[src/rtl/debounce_multi.sv]
// debounce_multi: multi-channel input conditioner.
//
// Each channel of 'noisy' passes through a SYNC_STAGES-deep synchroniser and a
// stability counter. 'clean' follows the synchronised level only after that
// level has been steady for NDELAY cycles. NDELAY == 0 selects bypass mode, in
// which 'clean' is simply the registered synchroniser output. An optional
// long-press detector reports when a channel has stayed high for LONG_DELAY
// cycles.
//
// Parameters:
//   NCH          number of independent channels (1..32)
//   NDELAY       stable cycles required before 'clean' follows; 0 = bypass
//   NBITS        debounce counter width, NDELAY < 2**NBITS
//   SYNC_STAGES  synchroniser depth (2..4)
//   LONG_DELAY   cycles 'clean' must stay 1 for a long press; 0 = disabled
//   LBITS        long-press counter width, LONG_DELAY < 2**LBITS
//   INIT         per-channel reset level of synchroniser, xnew and clean
//
// Ports:
//   clk         clock, all state updates on its rising edge
//   rst         asynchronous active-high reset
//   noisy       raw asynchronous inputs, bit i = channel i
//   clean       debounced level per channel
//   rise        one-cycle pulse, registered with clean going 0->1
//   fall        one-cycle pulse, registered with clean going 1->0
//   long_press  one-cycle pulse when clean has been 1 for LONG_DELAY cycles
//   held        level, set with long_press, cleared when clean falls
//   any_event   OR of all rise, fall and long_press bits

module debounce_multi #(
  parameter int unsigned     NCH         = 4,
  parameter int unsigned     NDELAY      = 650000,
  parameter int unsigned     NBITS       = 20,
  parameter int unsigned     SYNC_STAGES = 2,
  parameter int unsigned     LONG_DELAY  = 0,
  parameter int unsigned     LBITS       = 24,
  parameter logic [NCH-1:0]  INIT        = '0
) (
  input  logic           clk,
  input  logic           rst,
  input  logic [NCH-1:0] noisy,
  output logic [NCH-1:0] clean,
  output logic [NCH-1:0] rise,
  output logic [NCH-1:0] fall,
  output logic [NCH-1:0] long_press,
  output logic [NCH-1:0] held,
  output logic           any_event
);

  // Last synchroniser stage per channel.
  logic [NCH-1:0] s;
  // Next-state values of the registered outputs, built per channel below.
  logic [NCH-1:0] clean_d;
  logic [NCH-1:0] long_press_d;
  logic [NCH-1:0] held_d;

  for (genvar ch = 0; ch < NCH; ch++) begin : g_ch

    // ---------------------------------------------------------------------
    // Synchroniser: shift noisy[ch] in at bit 0, s[ch] is the oldest bit.
    // ---------------------------------------------------------------------
    logic [SYNC_STAGES-1:0] sync_q;

    always_ff @(posedge clk or posedge rst) begin
      if (rst) begin
        sync_q <= {SYNC_STAGES{INIT[ch]}};
      end else begin
        sync_q <= {sync_q[SYNC_STAGES-2:0], noisy[ch]};
      end
    end

    assign s[ch] = sync_q[SYNC_STAGES-1];

    // ---------------------------------------------------------------------
    // Debounce: xnew tracks the latest synchronised level, cnt counts how
    // long it has been steady. clean takes xnew once cnt has saturated.
    // ---------------------------------------------------------------------
    if (NDELAY == 0) begin : g_bypass

      assign clean_d[ch] = s[ch];

    end else begin : g_debounce

      localparam logic [NBITS-1:0] Limit = NBITS'(NDELAY);

      logic             xnew_q;
      logic [NBITS-1:0] cnt_q;

      always_ff @(posedge clk or posedge rst) begin
        if (rst) begin
          xnew_q <= INIT[ch];
          cnt_q  <= '0;
        end else if (s[ch] != xnew_q) begin
          // Any toggle restarts the stability window.
          xnew_q <= s[ch];
          cnt_q  <= '0;
        end else if (cnt_q != Limit) begin
          cnt_q  <= cnt_q + NBITS'(1);
        end
      end

      // The update takes effect only on an edge where s still agrees with
      // xnew; a toggle on that edge has priority and restarts the count.
      assign clean_d[ch] = ((s[ch] == xnew_q) && (cnt_q == Limit)) ? xnew_q : clean[ch];

    end

    // ---------------------------------------------------------------------
    // Long-press detector.
    // ---------------------------------------------------------------------
    if (LONG_DELAY == 0) begin : g_no_long

      assign long_press_d[ch] = 1'b0;
      assign held_d[ch]       = 1'b0;

    end else begin : g_long

      localparam logic [LBITS-1:0] LLimit = LBITS'(LONG_DELAY);
      localparam logic [LBITS-1:0] LLast  = LBITS'(LONG_DELAY - 1);

      logic [LBITS-1:0] lcnt_q;
      logic             lclr;

      // Clear while clean is low, and also on the very edge it falls so that
      // held drops together with the fall pulse.
      assign lclr = ~clean[ch] | ~clean_d[ch];

      always_ff @(posedge clk or posedge rst) begin
        if (rst) begin
          lcnt_q <= '0;
        end else if (lclr) begin
          lcnt_q <= '0;
        end else if (lcnt_q != LLimit) begin
          lcnt_q <= lcnt_q + LBITS'(1);
        end
      end

      // Pulse on the edge the counter steps from LLast to LLimit; once
      // saturated it never equals LLast again until the next press.
      assign long_press_d[ch] = ~lclr & (lcnt_q == LLast);
      assign held_d[ch]       = ~lclr & (held[ch] | long_press_d[ch]);

    end

  end

  // -----------------------------------------------------------------------
  // Registered outputs shared by all channels.
  // -----------------------------------------------------------------------
  always_ff @(posedge clk or posedge rst) begin
    if (rst) begin
      clean      <= INIT;
      rise       <= '0;
      fall       <= '0;
      long_press <= '0;
      held       <= '0;
    end else begin
      clean      <= clean_d;
      rise       <= clean_d & ~clean;
      fall       <= ~clean_d & clean;
      long_press <= long_press_d;
      held       <= held_d;
    end
  end

  assign any_event = |(rise | fall | long_press);

endmodule
[config.mk]
export PLATFORM = sky130hd
export DESIGN_NAME = debounce_multi
export DESIGN_NICKNAME = d
export VERILOG_FILES = /design/src/rtl/debounce_multi.sv
export SDC_FILE = /design/constraint.sdc
export NUM_CORES = 1
export LEC_CHECK = 0
export BUFFER_PORTS_ARGS = -buffer_cell sky130_fd_sc_hd__buf_2
export CAP_MARGIN = 25
export CELL_PAD_IN_SITES_DETAIL_PLACEMENT = 0
export CELL_PAD_IN_SITES_GLOBAL_PLACEMENT = 1
export CORE_ASPECT_RATIO = 1.2
export CORE_UTILIZATION = 45
export CTS_BUF_LIST = sky130_fd_sc_hd__clkbuf_4 sky130_fd_sc_hd__clkbuf_8
export DETAILED_ROUTE_END_ITERATION = 7
export PLACE_DENSITY_LB_ADDON = 0.1
export SLEW_MARGIN = 10
export SYNTH_ARGS = -nofsm -noshare
export SYNTH_HDL_FRONTEND = slang
export SYNTH_SLANG_ARGS = --single-unit
[constraint.sdc]
create_clock -name clk -period 3.9 [get_ports clk]
set_input_delay 1.17 -clock clk [delete_from_list [all_inputs] [get_ports clk]]
set_output_delay 1.17 -clock clk [all_outputs]
set_load 0.005 [all_outputs]
Yosys cells after proc, flatten, opt, wreduce, memory -nomap -nowiden
Index checks and enable logic that the tools add are counted.

operators by class
  add/subtract/negate cells = 4
  $mul = 0
  divide/modulo/power cells = 0
  $lt $le $gt $ge = 0
  equality and inequality tests = 16
  shift-type cells = 0
  muxes and demuxes = 12
  bitwise logic cells = 5
  reduce and logical (&&, ||, !) cells = 9

operator list
  operator                                                         number
  20-bit two-way mux                                               8
  20-bit by 1-bit adder with 20-bit output, second input constant  4
  20-bit == test, second input constant                            4
  20-bit inequality test, second input constant                    4
  4-bit bitwise AND                                                2
  4-bit NOT                                                        2
  2-bit nonzero test                                               4
  1-bit == test                                                    4
  1-bit logical AND                                                4
  1-bit two-way mux                                                4
  1-bit inequality test                                            4
  4-bit OR                                                         1
  4-bit OR reduction                                               1

storage, ports and cells
  bits in registers = 104
  bits in latches = 0
  RAM bits = 0
  memory bits (read-only) = 0
  input bits = 6
  logic and storage cells = 61
  memories kept = 0

Depth between registers and ports, before layout
Gate-level depths: netlist (run 1).

  depth after elaboration = 5
  depth in mapped cells = 6

Worst setup path before layout (run 1)
Ideal clock, no wire load.

  path type = register to output
  start = reg fall[0]
  end = out any_event
  arrival time = 0.714 ns
  path slack = 2.016 ns
  cell stages (with the launch flop) = 3
  buffers on the path = 0
  cell sequence = dfrtp_1 -> nor4_1 -> nand2_1

between the ends
  word-level cells in the longest chain between the ends = 2

ends and longest elaborated chain
  item                      RTL line  RTL
  start: declaration        44        output logic [NCH-1:0] fall,
  start signal: assignment  160       fall <= ~clean_d & clean;
  4-bit OR                  166       assign any_event = |(rise | fall | long_press);
  4-bit OR reduction        166
  end: declaration          47        output logic any_event

Every way passes these cells.

Worst setup path in the final report (run 1)
Ends and elaborated chain as after synthesis.

==> Flow_metrics.wiki, run 1 <==
{| class="wikitable"
! Metric !! Value
|-
| Outcome || completed
|-
| Total Nets Final || 574
|-
| Filler Cell Count || 1106
|-
| Hold Buf Count CTS || 0
|-
| Full die area || 12190 sq um
|-
| Placement Rows || 43
|-
| Library cell used as clock root buffer || sky130_fd_sc_hd__clkbuf_8
|-
| Final hold violation count || 0
|-
| Pin count of the biggest net entering global routing || 44
|-
| Power per Cell Area || 355.1 nW/um^2
|-
| Unique cell type count in the Yosys netlist || 43
|-
| Commonest register cell after synthesis || sky130_fd_sc_hd__dfrtp_1
|-
| ANT nets after route || 0
|-
| Worst hold slack || 338.5 ps
|-
| Max-cap violations || 0
|-
| Later-pin clock latency in the skew report || 370 ps
|-
| Routed wire length || 10680 um
|-
| Worst endpoint required time || 2730 ps
|-
| Resized cells post-CTS || 0
|-
| Post-layout min period || 2406 ps
|-
| EDFF count, synth || 0
|-
| Die Y || 120.7 um
|-
| Actual slew at the worst max-slew pin || 823.7 ps
|-
| Area delta synth->final || 9.018%
|-
| Hold/Removal Path Class || reg -> reg
|-
| Share of the cycle needed by the critical path after routing || 61.69%
|-
| Portion of the post-synthesis area used by sequential elements || 49.23%
|-
| Initial Utilization || 45.91%
|-
| Reported leakage power || 2.461 nW
|-
| Share of final-layout standard cells stronger than drive strength 1 || 11.17%
|-
| Length of the first detailed-routing pass in iterations || 4
|-
| RSZ-0062 raised after global routing || false
|-
| Peak supply drop || 0.2072 mV
|-
| Setup_tns || 0 ps
|-
| Max FO, Critical Path || 2
|-
| Post CTS Setup Buffer Count || 0
|-
| Initial antenna violation count || 0
|-
| H-Tree Depth || 3
|-
| CTS tree || yes
|-
| Iter 0 DRT Violations || 127
|-
| First-pass GRT wire length || 18710 um
|-
| Detail-routed net length per standard cell || 14.81 um
|-
| Number of buffer cells added on primary ports || 18
|-
| Utilization after layout || 50.05%
|-
| Critical path class || reg -> out
|-
| Syn Inst Count || 543
|-
| HPWL after detailed placement || 7557 um
|-
| Startpoint kind of the worst setup timing path || flip-flop
|-
| I/O pin count || 27
|-
| Vias in the first global route || 3925
|-
| Arr. time, crit path || 1240 ps
|-
| Synth Register Bits || 104
|-
| Number of buffers inserted during clock tree synthesis || 9
|-
| Total via count in the routed design || 4002
|-
| Worst clock skew || 15.57 ps
|-
| Gr usage total || 19.46%
|-
| Count of pins over their slew limit || 0
|-
| Core area || 11510 sq um
|-
| Overall overflow remaining after global route || 0
|-
| Total power draw || 2.047 mW
|-
| Area of the mapped netlist || 5286 sq um
|-
| Die W || 100.9 um
|-
| Slew HR || 44.90%
|-
| Maximum buffer depth of the clock tree || 2
|-
| Max Clock Freq || 0.4156 GHz
|-
| Setup-violating endpoint count in the final report || 0
|-
| Final GP Congestion || 0.7528
|-
| Area used by multi-input combinational logic || 2495 sq um
|-
| Async SR Flop Fraction || 100.0%
|-
| Cells taking the most area after synthesis || sky130_fd_sc_hd__dfrtp_1 (49%), sky130_fd_sc_hd__xor2_1 (4.8%), sky130_fd_sc_hd__nor2_1 (4.0%)
|-
| TritonCTS sink count || 104
|-
| CP endpoint kind || output pin
|-
| Area share of the largest cell type after synthesis || 49.23%
|-
| Synthesized area per cell || 9.735 sq um
|-
| Antenna cell count || 0
|-
| Via density || 5.551
|-
| DRC Markers || 0
|-
| Cell taking the most area after synthesis || sky130_fd_sc_hd__dfrtp_1
|-
| Area taken by flip-flops and latches || 2603 sq um
|-
| Yosys warns || 0
|-
| Clock edge transition at the registers on the reported setup and hold paths || 100 ps
|}
cell type report:
class / instances / area share [%]
clock buffer: 12 / 2.757
multi-input combinational: 397 / 43.29
sequential: 104 / 45.16
timing repair buffer: 25 / 2.692
inverter: 23 / 1.563
clock inverter: 3 / 1.129
tap: 157 / 3.409
Yosys cell counts (5+ instances only):
master / count
sky130_fd_sc_hd__dfrtp_1: 104
sky130_fd_sc_hd__nor2_1: 57
sky130_fd_sc_hd__nand2_1: 39
sky130_fd_sc_hd__xor2_1: 29
sky130_fd_sc_hd__a21oi_1: 28
sky130_fd_sc_hd__nand4_1: 28
sky130_fd_sc_hd__nand3_1: 27
sky130_fd_sc_hd__inv_1: 23
sky130_fd_sc_hd__xnor2_1: 22
sky130_fd_sc_hd__nor3_1: 20
sky130_fd_sc_hd__clkbuf_1: 17
sky130_fd_sc_hd__nor4_1: 12
sky130_fd_sc_hd__o21ai_0: 12
sky130_fd_sc_hd__or4_1: 10
sky130_fd_sc_hd__and3_1: 9
sky130_fd_sc_hd__o211ai_1: 9
sky130_fd_sc_hd__buf_4: 8
sky130_fd_sc_hd__ha_1: 8
sky130_fd_sc_hd__or3_1: 8
sky130_fd_sc_hd__a31o_2: 7
sky130_fd_sc_hd__nor4b_1: 7
sky130_fd_sc_hd__a31oi_1: 6
sky130_fd_sc_hd__and4_1: 6
sky130_fd_sc_hd__nand2b_1: 6
sky130_fd_sc_hd__and2_1: 5
sky130_fd_sc_hd__o31ai_1: 5
where the power goes:
group / leakage (nW) / total, mW / switching, mW / internal (mW)
logic: 0.930 / 0.150 / 0.0988 / 0.0512
clock network: 0.116 / 0.754 / 0.354 / 0.400
registers: 1.42 / 1.14 / 0.0398 / 1.10
through the flow:
step           setup WS (ps)  area [sq um]  cells
4_1_cts                 1491          5763    721
5_1_grt                 1407          5763    721
3_3_place_gp            1885          5539    706
3_5_place_dp            1854          5539    706
6_report                1494          5763    721
2_1_floorplan           1484          5316    550
cell families after synthesis:
group | share of synthesized area [%]
AOI/OAI and AO/OA | 8.497
xor gates and xnor gates | 8.450
adders and majority gates | 1.894
buffers and inverters | 4.071
DFF | 49.23
muxes | 0.3787
other | 0.07094
and+or+nand+nor | 27.41
worst paths after layout:
check,startpoint,endpoint,slack [ps],cells past startpoint
min in group asynchronous,rst,g_ch[1].sync_q[0]$_DFF_PP0_,860,2
max in group asynchronous,rst,g_ch[2].g_debounce.cnt_q[6]$_DFFE_PP0P_,2360,3
worst min register to register,g_ch[0].sync_q[0]$_DFF_PP0_,g_ch[0].sync_q[1]$_DFF_PP0_,340,0
worst min-delay path,g_ch[0].sync_q[0]$_DFF_PP0_,g_ch[0].sync_q[1]$_DFF_PP0_,340,0
worst max register to register,g_ch[3].g_debounce.cnt_q[1]$_DFFE_PP0P_,g_ch[3].g_debounce.cnt_q[18]$_DFFE_PP0P_,1830,5
worst max-delay path,fall[0]$_DFF_PP0_,any_event,1490,3
worst max-delay path, cell delays in order, from the launching register on:
cell and delay (ps):
sky130_fd_sc_hd__dfrtp_1 390, sky130_fd_sc_hd__nor4_1 280, sky130_fd_sc_hd__nand2_1 80, sky130_fd_sc_hd__buf_2 130
sequential cells by signal, indices dropped and copies added (netlist names):
name                    count
g_ch.g_debounce.xnew_q      4
clean                       4
g_ch.sync_q                 8
fall                        4
rise                        4
g_ch.g_debounce.cnt_q      80
routing by layer:
layer,share of wire (%),wire [um],track usage (%),vias to the layer above
met2,48,5100,31.93,47
li1,-,-,-,1962
met1,48,5148,25.91,1979
met3,1.9,200,2.428,14
met4,2.2,230,8.152,0
met5,0,0,0,-
layout by cell type (no fill, tap or decap), drive strengths merged, types with 7 or more instances in the layout:
cell type and n:
inv 22, nand3 27, and3 9, nand2 39, nor2 57, nor4 15
clkbuf 12, a21oi 28, nor4b 9, xor2 29, dfrtp 104, a31o 7
xnor2 22, conb 8, o211ai 9, buf 25, nor3 20, ha 8
or3 8, and4 8, o21ai 12, nand4 32, or4 14
Note: power is estimated with default switching activity, not from simulation.
==> run 2: changes to the inputs <==
==> constraint.sdc (replaced) <==
create_clock -name clk -period 2.03 [get_ports clk]
set_input_delay 0.609 -clock clk [delete_from_list [all_inputs] [get_ports clk]]
set_output_delay 0.609 -clock clk [all_outputs]
set_load 0.005 [all_outputs]
==> run 2 against run 1 <==
  * Sequential share of layout area is 1.4 points lower
  * Total power is 92% higher
  * Critical path type is now reg -> reg
  * Via count grew 0.72%
==> Flow_metrics.wiki, run 2 (synthesized netlist as in run 1, its figures left out) <==
{| class="wikitable"
! Metric !! Value
|-
| Detail-routed net length per standard cell || 14.66 um (-1.1%)
|-
| Standard cell area after detailed placement || 5724 sq um (+3.3%)
|-
| H-Tree Depth || 3 (unchanged)
|-
| Post-layout instance area || 5952 sq um (+3.3%)
|-
| Total power draw || 3.939 mW (+92%)
|-
| Worst hold endpoint || g_ch[1].sync_q[0]$_DFF_PP0_
|-
| Worst endpoint required time || 2330 ps (-400 ps)
|-
| Core area || 11510 sq um (unchanged)
|-
| Via density || 5.411 (-2.5%)
|-
| Actual slew at the worst max-slew pin || 617.1 ps (-206.6 ps)
|-
| Overall overflow remaining after global route || 0 (unchanged)
|-
| ANT nets after route || 0 (unchanged)
|-
| Largest register FFs || 80 (unchanged)
|-
| Number of buffer cells added on primary ports || 18 (unchanged)
|-
| FF-to-FF Start || g_ch[3].g_debounce.cnt_q[5]$_DFFE_PP0P_
|-
| Leading cell types in the layout, fill and taps excluded || sky130_fd_sc_hd__dfrtp_1 (104), sky130_fd_sc_hd__nor2_1 (57), sky130_fd_sc_hd__nand2_1 (39)
|-
| Worst R2R End || fall[3]$_DFF_PP0_
|-
| Worst setup slack before clock tree synthesis || 137.4 ps (-1716 ps)
|-
| Cell breakdown of the critical path || nor4b_2 > nand4_2 > or4_4 > nor4b_2
|-
| I/O pin count || 27 (unchanged)
|-
| Stage delay of the slowest cell on the critical path || 580 ps (+190 ps)
|-
| Initial antenna violation count || 0 (unchanged)
|-
| Post-layout min period || 1913 ps
|-
| Maximum buffer depth of the clock tree || 2 (unchanged)
|-
| Final hold violation count || 0 (unchanged)
|-
| Clock edge transition at the registers on the reported setup and hold paths || 100 ps (about the same)
|-
| Library cell used as clock root buffer || sky130_fd_sc_hd__clkbuf_8
|-
| Setup-violating endpoint count in the final report || 0 (unchanged)
|-
| Routed wire length || 10920 um (+2.2%)
|-
| Post-layout worst setup margin || 116.5 ps (-1377 ps)
|-
| Length of the first detailed-routing pass in iterations || 4 (unchanged)
|-
| Most numerous cell on the critical path || sky130_fd_sc_hd__nor4b_2
|-
| Outcome || completed
|-
| Worst hold path depth || 1 (+1)
|-
| DRC Markers || 0 (unchanged)
|-
| Worst reg-to-reg path cell count || 4 (-1)
|-
| Power per Cell Area || 661.8 nW/um^2 (+86%)
|-
| Full die area || 12190 sq um (unchanged)
|-
| CP endpoint kind || flip-flop
|-
| Register with the most flip-flops || g_ch.g_debounce.cnt_q
|-
| Number of buffer and inverter instances along the worst setup path || 0 (-1)
|-
| RSZ-0062 raised after global routing || false
|-
| Hold/Removal Path Class || in -> reg
|-
| Die Y || 120.7 um (unchanged)
|-
| Vias in the first global route || 3968 (+1.1%)
|-
| Reported leakage power || 2.585 nW (+5.0%)
|-
| CTS tree || yes
|-
| Worst min-delay path startpoint || noisy[1]
|-
| Worst clock skew || 9.226 ps (-6.342 ps)
|-
| Placement Rows || 43 (unchanged)
|-
| Max Clock Freq || 0.5226 GHz
|-
| Max-cap violations || 0 (unchanged)
|-
| Max FO, Critical Path || 5 (+3)
|-
| Arr. time, crit path || 2210 ps (+970 ps)
|-
| Setup_tns || 0 ps (unchanged)
|-
| Total via count in the routed design || 4031 (+0.72%)
|-
| Number of buffers inserted during clock tree synthesis || 9 (unchanged)
|-
| Slowest cell on the critical path || sky130_fd_sc_hd__or4_4
|-
| Gr usage total || 19.75% (+0.29 points)
|-
| Initial Utilization || 45.91% (unchanged)
|-
| Count of pins over their slew limit || 0 (unchanged)
|-
| Iter 0 DRT Violations || 144 (+13%)
|-
| Startpoint kind of the worst setup timing path || flip-flop
|-
| FF-to-FF setup slack || 120 ps (-1710 ps)
|-
| Slew HR || 58.56% (+14 points)
|-
| Largest registers in the final layout || g_ch.g_debounce.cnt_q: 80 flops, g_ch.sync_q: 8 flops
|-
| Critical path class || reg -> reg
|-
| Antenna cell count || 0 (unchanged)
|-
| Peak supply drop || 0.3102 mV (+50%)
|-
| Final GP Congestion || 0.8246 (+9.5%)
|-
| Die W || 100.9 um (unchanged)
|-
| HPWL after detailed placement || 7506 um (-0.68%)
|-
| Share of the cycle needed by the critical path after routing || 94.26%
|-
| Total Nets Final || 597 (+4.0%)
|-
| Pin count of the biggest net entering global routing || 105 (+140%)
|-
| Later-pin clock latency in the skew report || 390 ps (+20 ps)
|-
| Kind of cell adding the most delay to the critical path || simple AND/OR/NAND/NOR gates
|-
| Utilization after layout || 51.70% (+1.6 points)
|-
| TritonCTS sink count || 104 (unchanged)
|-
| Share of final-layout standard cells stronger than drive strength 1 || 14.97% (+3.8 points)
|-
| Area delta synth->final || 12.59%
|-
| Most common cell after layout, fill and taps aside || sky130_fd_sc_hd__dfrtp_1
|-
| First-pass GRT wire length || 18770 um (+0.34%)
|}
-- run 2: cell count changes in the layout (fill, tap and decap cells not counted), sizes merged --
cell	before	now
buf	25	48
bufinv	2	1
clkbuf	12	14
-- run 2: metal layers --
metal / vias to the layer above / share of wire [%] / GRT usage (%)
met5: - / 0 / 0
met4: 0 / 1.7 / 7.880
li1: 2008 / - / -
met2: 45 / 49 / 32.62
met3: 16 / 2.4 / 3.988
met1: 1962 / 47 / 25.29
-- run 2: worst max path at each step --
stage / depth (start not counted) / startpoint / to
6_report: 4 / g_ch[3].g_debounce.cnt_q[5]$_DFFE_PP0P_ / fall[3]$_DFF_PP0_
3_5_place_dp: 6 / g_ch[0].g_debounce.cnt_q[0]$_DFFE_PP0P_ / clean[0]$_DFF_PP0_
4_1_cts: 4 / g_ch[3].g_debounce.cnt_q[5]$_DFFE_PP0P_ / fall[3]$_DFF_PP0_
3_3_place_gp: 6 / g_ch[1].g_debounce.cnt_q[0]$_DFFE_PP0P_ / fall[1]$_DFF_PP0_
5_1_grt: 5 / g_ch[0].g_debounce.cnt_q[0]$_DFFE_PP0P_ / fall[0]$_DFF_PP0_
2_1_floorplan: 5 / g_ch[3].g_debounce.cnt_q[0]$_DFFE_PP0P_ / g_ch[3].g_debounce.cnt_q[18]$_DFFE_PP0P_
-- run 2: through the flow --
step	instances	hold slack [ps]
after floorplan	550	331.2
after global placement	729	332.8
after detailed placement	729	336.4
after CTS	745	303.8
after global routing	745	295.3
final	745	317.4
-- run 2: worst register-to-register path: stages (launching register included) --
cell	delay (ps)
sky130_fd_sc_hd__dfrtp_1	440
sky130_fd_sc_hd__nor4b_2	340
sky130_fd_sc_hd__nand4_2	210
sky130_fd_sc_hd__or4_4	580
sky130_fd_sc_hd__nor4b_2	250
-- run 2: repair_timing --
| action | 4_1_cts | 5_1_grt |
|---|---|---|
| buffers inserted | 0 | 0 |
| gates resized for setup | 0 | 1 |
| setup endpoints to repair | 0 | 1 |
| hold buffers | 0 | 0 |
-- run 2: where the power goes --
part	switching (mW)	internal [mW]	leakage, nW
Combinational	0.207	0.121	1.05
Clock	0.706	0.718	0.116
Sequential	0.0684	2.12	1.42
Total	0.981	2.96	2.58
-- run 2: final cells by class --
| cell class | count | area (sq um) |
|---|---|---|
| Fill cell | 1066 | 5562 |
| Sequential cell | 104 | 2603 |
| Multi-Input combinational cell | 397 | 2501 |
| Timing Repair Buffer | 48 | 340.3 |
| Tap cell | 157 | 196.4 |
| Clock buffer | 14 | 186.4 |
| Inverter | 23 | 90.09 |
| Clock inverter | 2 | 35.03 |
==> run 3: changes to the inputs <==
==> constraint.sdc (replaced) <==
create_clock -name clk -period 1.7 [get_ports clk]
set_input_delay 0.085 -clock clk [delete_from_list [all_inputs] [get_ports clk]]
set_output_delay 0.085 -clock clk [all_outputs]
set_load 0.005 [all_outputs]
==> run 3 against run 2 <==
  * The run now ends with setup timing left
  * Sequential power up 19%
  * Via count grew 10%
  * Cell count increased by 12%
  * Critical path type unchanged
  * Largest cell class is now multi-input combinational cells
==> Flow_metrics.wiki, run 3 (synthesized netlist as in run 1, its figures left out) <==
{| class="wikitable"
! Metric !! Value
|-
| Reported leakage power || 3.141 nW (+22%)
|-
| Outcome || finished with violations
|-
| Share of power burned in registers || 51.8% (-3.7 points)
|-
| Die W || 100.9 um (unchanged)
|-
| Leading cell types in the layout, fill and taps excluded || sky130_fd_sc_hd__buf_4 (107), sky130_fd_sc_hd__dfrtp_1 (96), sky130_fd_sc_hd__nor2_1 (57)
|-
| Actual slew at the worst max-slew pin || 571.7 ps (-45.42 ps)
|-
| Worst clock skew || 9.159 ps (-0.06714 ps)
|-
| Total power draw || 5.044 mW (+28%)
|-
| Pin count of the biggest net entering global routing || 105 (unchanged)
|-
| Filler Cell Count || 998 (-6.4%)
|-
| Number of buffers inserted during clock tree synthesis || 9 (unchanged)
|-
| Maximum buffer depth of the clock tree || 2 (unchanged)
|-
| Final hold violation count || 0 (unchanged)
|-
| Setup-violating endpoint count in the final report || 6 (+6)
|-
| Final GP Congestion || 0.8160 (-1.0%)
|-
| Routed wire length || 12030 um (+10%)
|-
| Max Clock Freq || 0.5491 GHz (+5.1%)
|-
| Overall overflow remaining after global route || 0 (unchanged)
|-
| Power per Cell Area || 719.5 nW/um^2 (+8.7%)
|-
| CP endpoint kind || flip-flop
|-
| Post-layout min period || 1821 ps (-92.44 ps)
|-
| Largest registers in the final layout || g_ch.g_debounce.cnt_q: 80 flops, g_ch.sync_q: 8 flops
|-
| Global routing usage on met2 || 35.02% (+2.4 points)
|-
| Combinational share of power || 10.9% (+2.6 points)
|-
| TritonCTS sink count || 104 (unchanged)
|-
| Register with the most flip-flops || g_ch.g_debounce.cnt_q
|-
| Worst hold slack || 338.2 ps (+20.83 ps)
|-
| Full die area || 12190 sq um (unchanged)
|-
| Initial antenna violation count || 0 (unchanged)
|-
| Kind of cell adding the most delay to the critical path || simple AND/OR/NAND/NOR gates
|-
| Met1 usage in global routing || 27.86% (+2.6 points)
|-
| Proportion of total power due to net switching || 24.80% (-0.11 points)
|-
| Slew HR || 61.89% (+3.3 points)
|-
| Via density || 5.320 (-1.7%)
|-
| Cell breakdown of the critical path || or4_4 > or4_4 > nor4b_4
|-
| Area delta synth->final || 32.62%
|-
| NetSw || 1.251 mW (+27%)
|-
| Arr. time, crit path || 2100 ps (-110 ps)
|-
| Stage delay of the slowest cell on the critical path || 570 ps (about the same)
|-
| Die Y || 120.7 um (unchanged)
|-
| Later-pin clock latency in the skew report || 370 ps (-20 ps)
|-
| Library cell used as clock root buffer || sky130_fd_sc_hd__clkbuf_8
|-
| Internal power component || 3.793 mW (+28%)
|-
| Post-layout worst setup margin || -121.0 ps (-237.6 ps)
|-
| Gr usage total || 21.02% (+1.3 points)
|-
| Total Nets Final || 686 (+15%)
|-
| Critical path class || reg -> reg
|-
| Worst endpoint required time || 1980 ps (-350 ps)
|-
| Length of the first detailed-routing pass in iterations || 4 (unchanged)
|-
| Post-layout instance area || 7010 sq um (+18%)
|-
| Number of buffer cells added on primary ports || 18 (unchanged)
|-
| Area used by multi-input combinational logic || 2828 sq um (+13%)
|-
| Vias in the first global route || 4307 (+8.5%)
|-
| Iter 0 DRT Violations || 152 (+5.6%)
|-
| Most common cell after layout, fill and taps aside || sky130_fd_sc_hd__buf_4
|-
| Standard cell area after detailed placement || 6221 sq um (+8.7%)
|-
| CTS tree || yes
|-
| Max FO, Critical Path || 3 (-2)
|-
| Startpoint kind of the worst setup timing path || flip-flop
|-
| Antenna cell count || 0 (unchanged)
|-
| Hold/Removal Path Class || in -> reg
|-
| DRC Markers || 0 (unchanged)
|-
| Setup_tns || -382.3 ps (-382.3 ps)
|-
| Placement Rows || 43 (unchanged)
|-
| Top Usage Layer GRT || met2
|-
| Share of total power in the clock network || 37.3% (+1.1 points)
|-
| Largest register FFs || 80 (unchanged)
|-
| Share of final-layout standard cells stronger than drive strength 1 || 33.38% (+18 points)
|-
| Worst setup slack before clock tree synthesis || -128.0 ps (-265.4 ps)
|-
| Share of the cycle needed by the critical path after routing || 107.1% (+13 points)
|-
| Peak supply drop || 0.4777 mV (+54%)
|-
| Slowest cell on the critical path || sky130_fd_sc_hd__or4_4
|-
| RSZ-0062 raised after global routing || true
|-
| Area taken by flip-flops and latches || 2613 sq um (+0.38%)
|-
| HPWL after detailed placement || 8206 um (+9.3%)
|-
| H-Tree Depth || 3 (unchanged)
|-
| ANT nets after route || 0 (unchanged)
|-
| Number of buffer and inverter instances along the worst setup path || 0 (unchanged)
|-
| Global routing met3 resource utilization || 3.006% (-0.98 points)
|-
| Initial Utilization || 45.91% (unchanged)
|-
| Clock edge transition at the registers on the reported setup and hold paths || 100 ps (about the same)
|-
| Failing checks || setup timing
|-
| Core area || 11510 sq um (unchanged)
|-
| Count of pins over their slew limit || 0 (unchanged)
|-
| First-pass GRT wire length || 20260 um (+7.9%)
|-
| Detail-routed net length per standard cell || 14.42 um (-1.6%)
|-
| Most numerous cell on the critical path || sky130_fd_sc_hd__or4_4
|-
| Max-cap violations || 0 (unchanged)
|-
| I/O pin count || 27 (unchanged)
|-
| FF-to-FF setup slack || -120 ps (-240 ps)
|-
| Total via count in the routed design || 4437 (+10%)
|}
run 3: cell count changes in the layout (fill, tap and decap cells not counted), moves of 5 or more:
cell,before,now
sky130_fd_sc_hd__a21oi_1,28,22
sky130_fd_sc_hd__dfrtp_1,104,96
sky130_fd_sc_hd__dfrtp_2,0,8
sky130_fd_sc_hd__dlygate4sd3_1,0,5
sky130_fd_sc_hd__buf_6,0,5
sky130_fd_sc_hd__nor4_1,12,7
sky130_fd_sc_hd__a21oi_2,0,6
sky130_fd_sc_hd__nor4b_1,7,1
sky130_fd_sc_hd__nor4_4,0,5
sky130_fd_sc_hd__buf_4,28,107
run 3: final timing paths:
path                                                          from                                       to  cells past startpoint
setup / recovery           g_ch[3].g_debounce.cnt_q[7]$_DFFE_PP0P_                        fall[3]$_DFF_PP0_                      3
max in group asynchronous                                      rst  g_ch[0].g_debounce.cnt_q[1]$_DFFE_PP0P_                      4
setup reg to reg           g_ch[3].g_debounce.cnt_q[7]$_DFFE_PP0P_                        fall[3]$_DFF_PP0_                      3
min in group asynchronous                                      rst              g_ch[0].sync_q[0]$_DFF_PP0_                      4
hold reg to reg                        g_ch[1].sync_q[0]$_DFF_PP0_              g_ch[1].sync_q[1]$_DFF_PP0_                      0
hold / removal                                            noisy[2]              g_ch[2].sync_q[0]$_DFF_PP0_                      2
run 3: power groups by stage:
stage / clock (mW) / combinational, mW / sequential (mW)
after floorplan: 0 / 0.272 / 2.64
after global placement: 0 / 0.469 / 2.65
after detailed placement: 0 / 0.478 / 2.65
after CTS: 1.94 / 0.496 / 2.61
after global routing: 2.01 / 0.614 / 2.63
final: 1.88 / 0.548 / 2.61
run 3: area by class of cell:
type	count	share of cell area (%)
clock inverters	5	1.499
multi-input cells	397	40.34
clock buffers	11	1.981
inverters	23	1.285
repair buffers	137	14.83
flip-flops and latches	104	37.27
well taps	157	2.802
run 3: layer usage:
layer  vias up  share of wire, %
li1       2197                 -
met1      2160                47
met2        69                49
met4         0               1.5
met3        11               2.5
met5         -                 0
run 3: per-stage QoR:
| stage | utilization, % | cells |
|---|---|---|
| global placement | 54.03 | 792 |
| global route | 60.89 | 834 |
| detailed placement | 54.03 | 792 |
| CTS | 57.45 | 818 |
| finish | 60.89 | 834 |
| floorplan | - | 550 |
run 3: what timing repair did:
action	4_1_cts	5_1_grt
buffers inserted	5	16
hold buffers	5	0
pin swaps	11	29
gates resized for setup	9	63
setup endpoints to repair	14	45
hold endpoints to repair	108	0
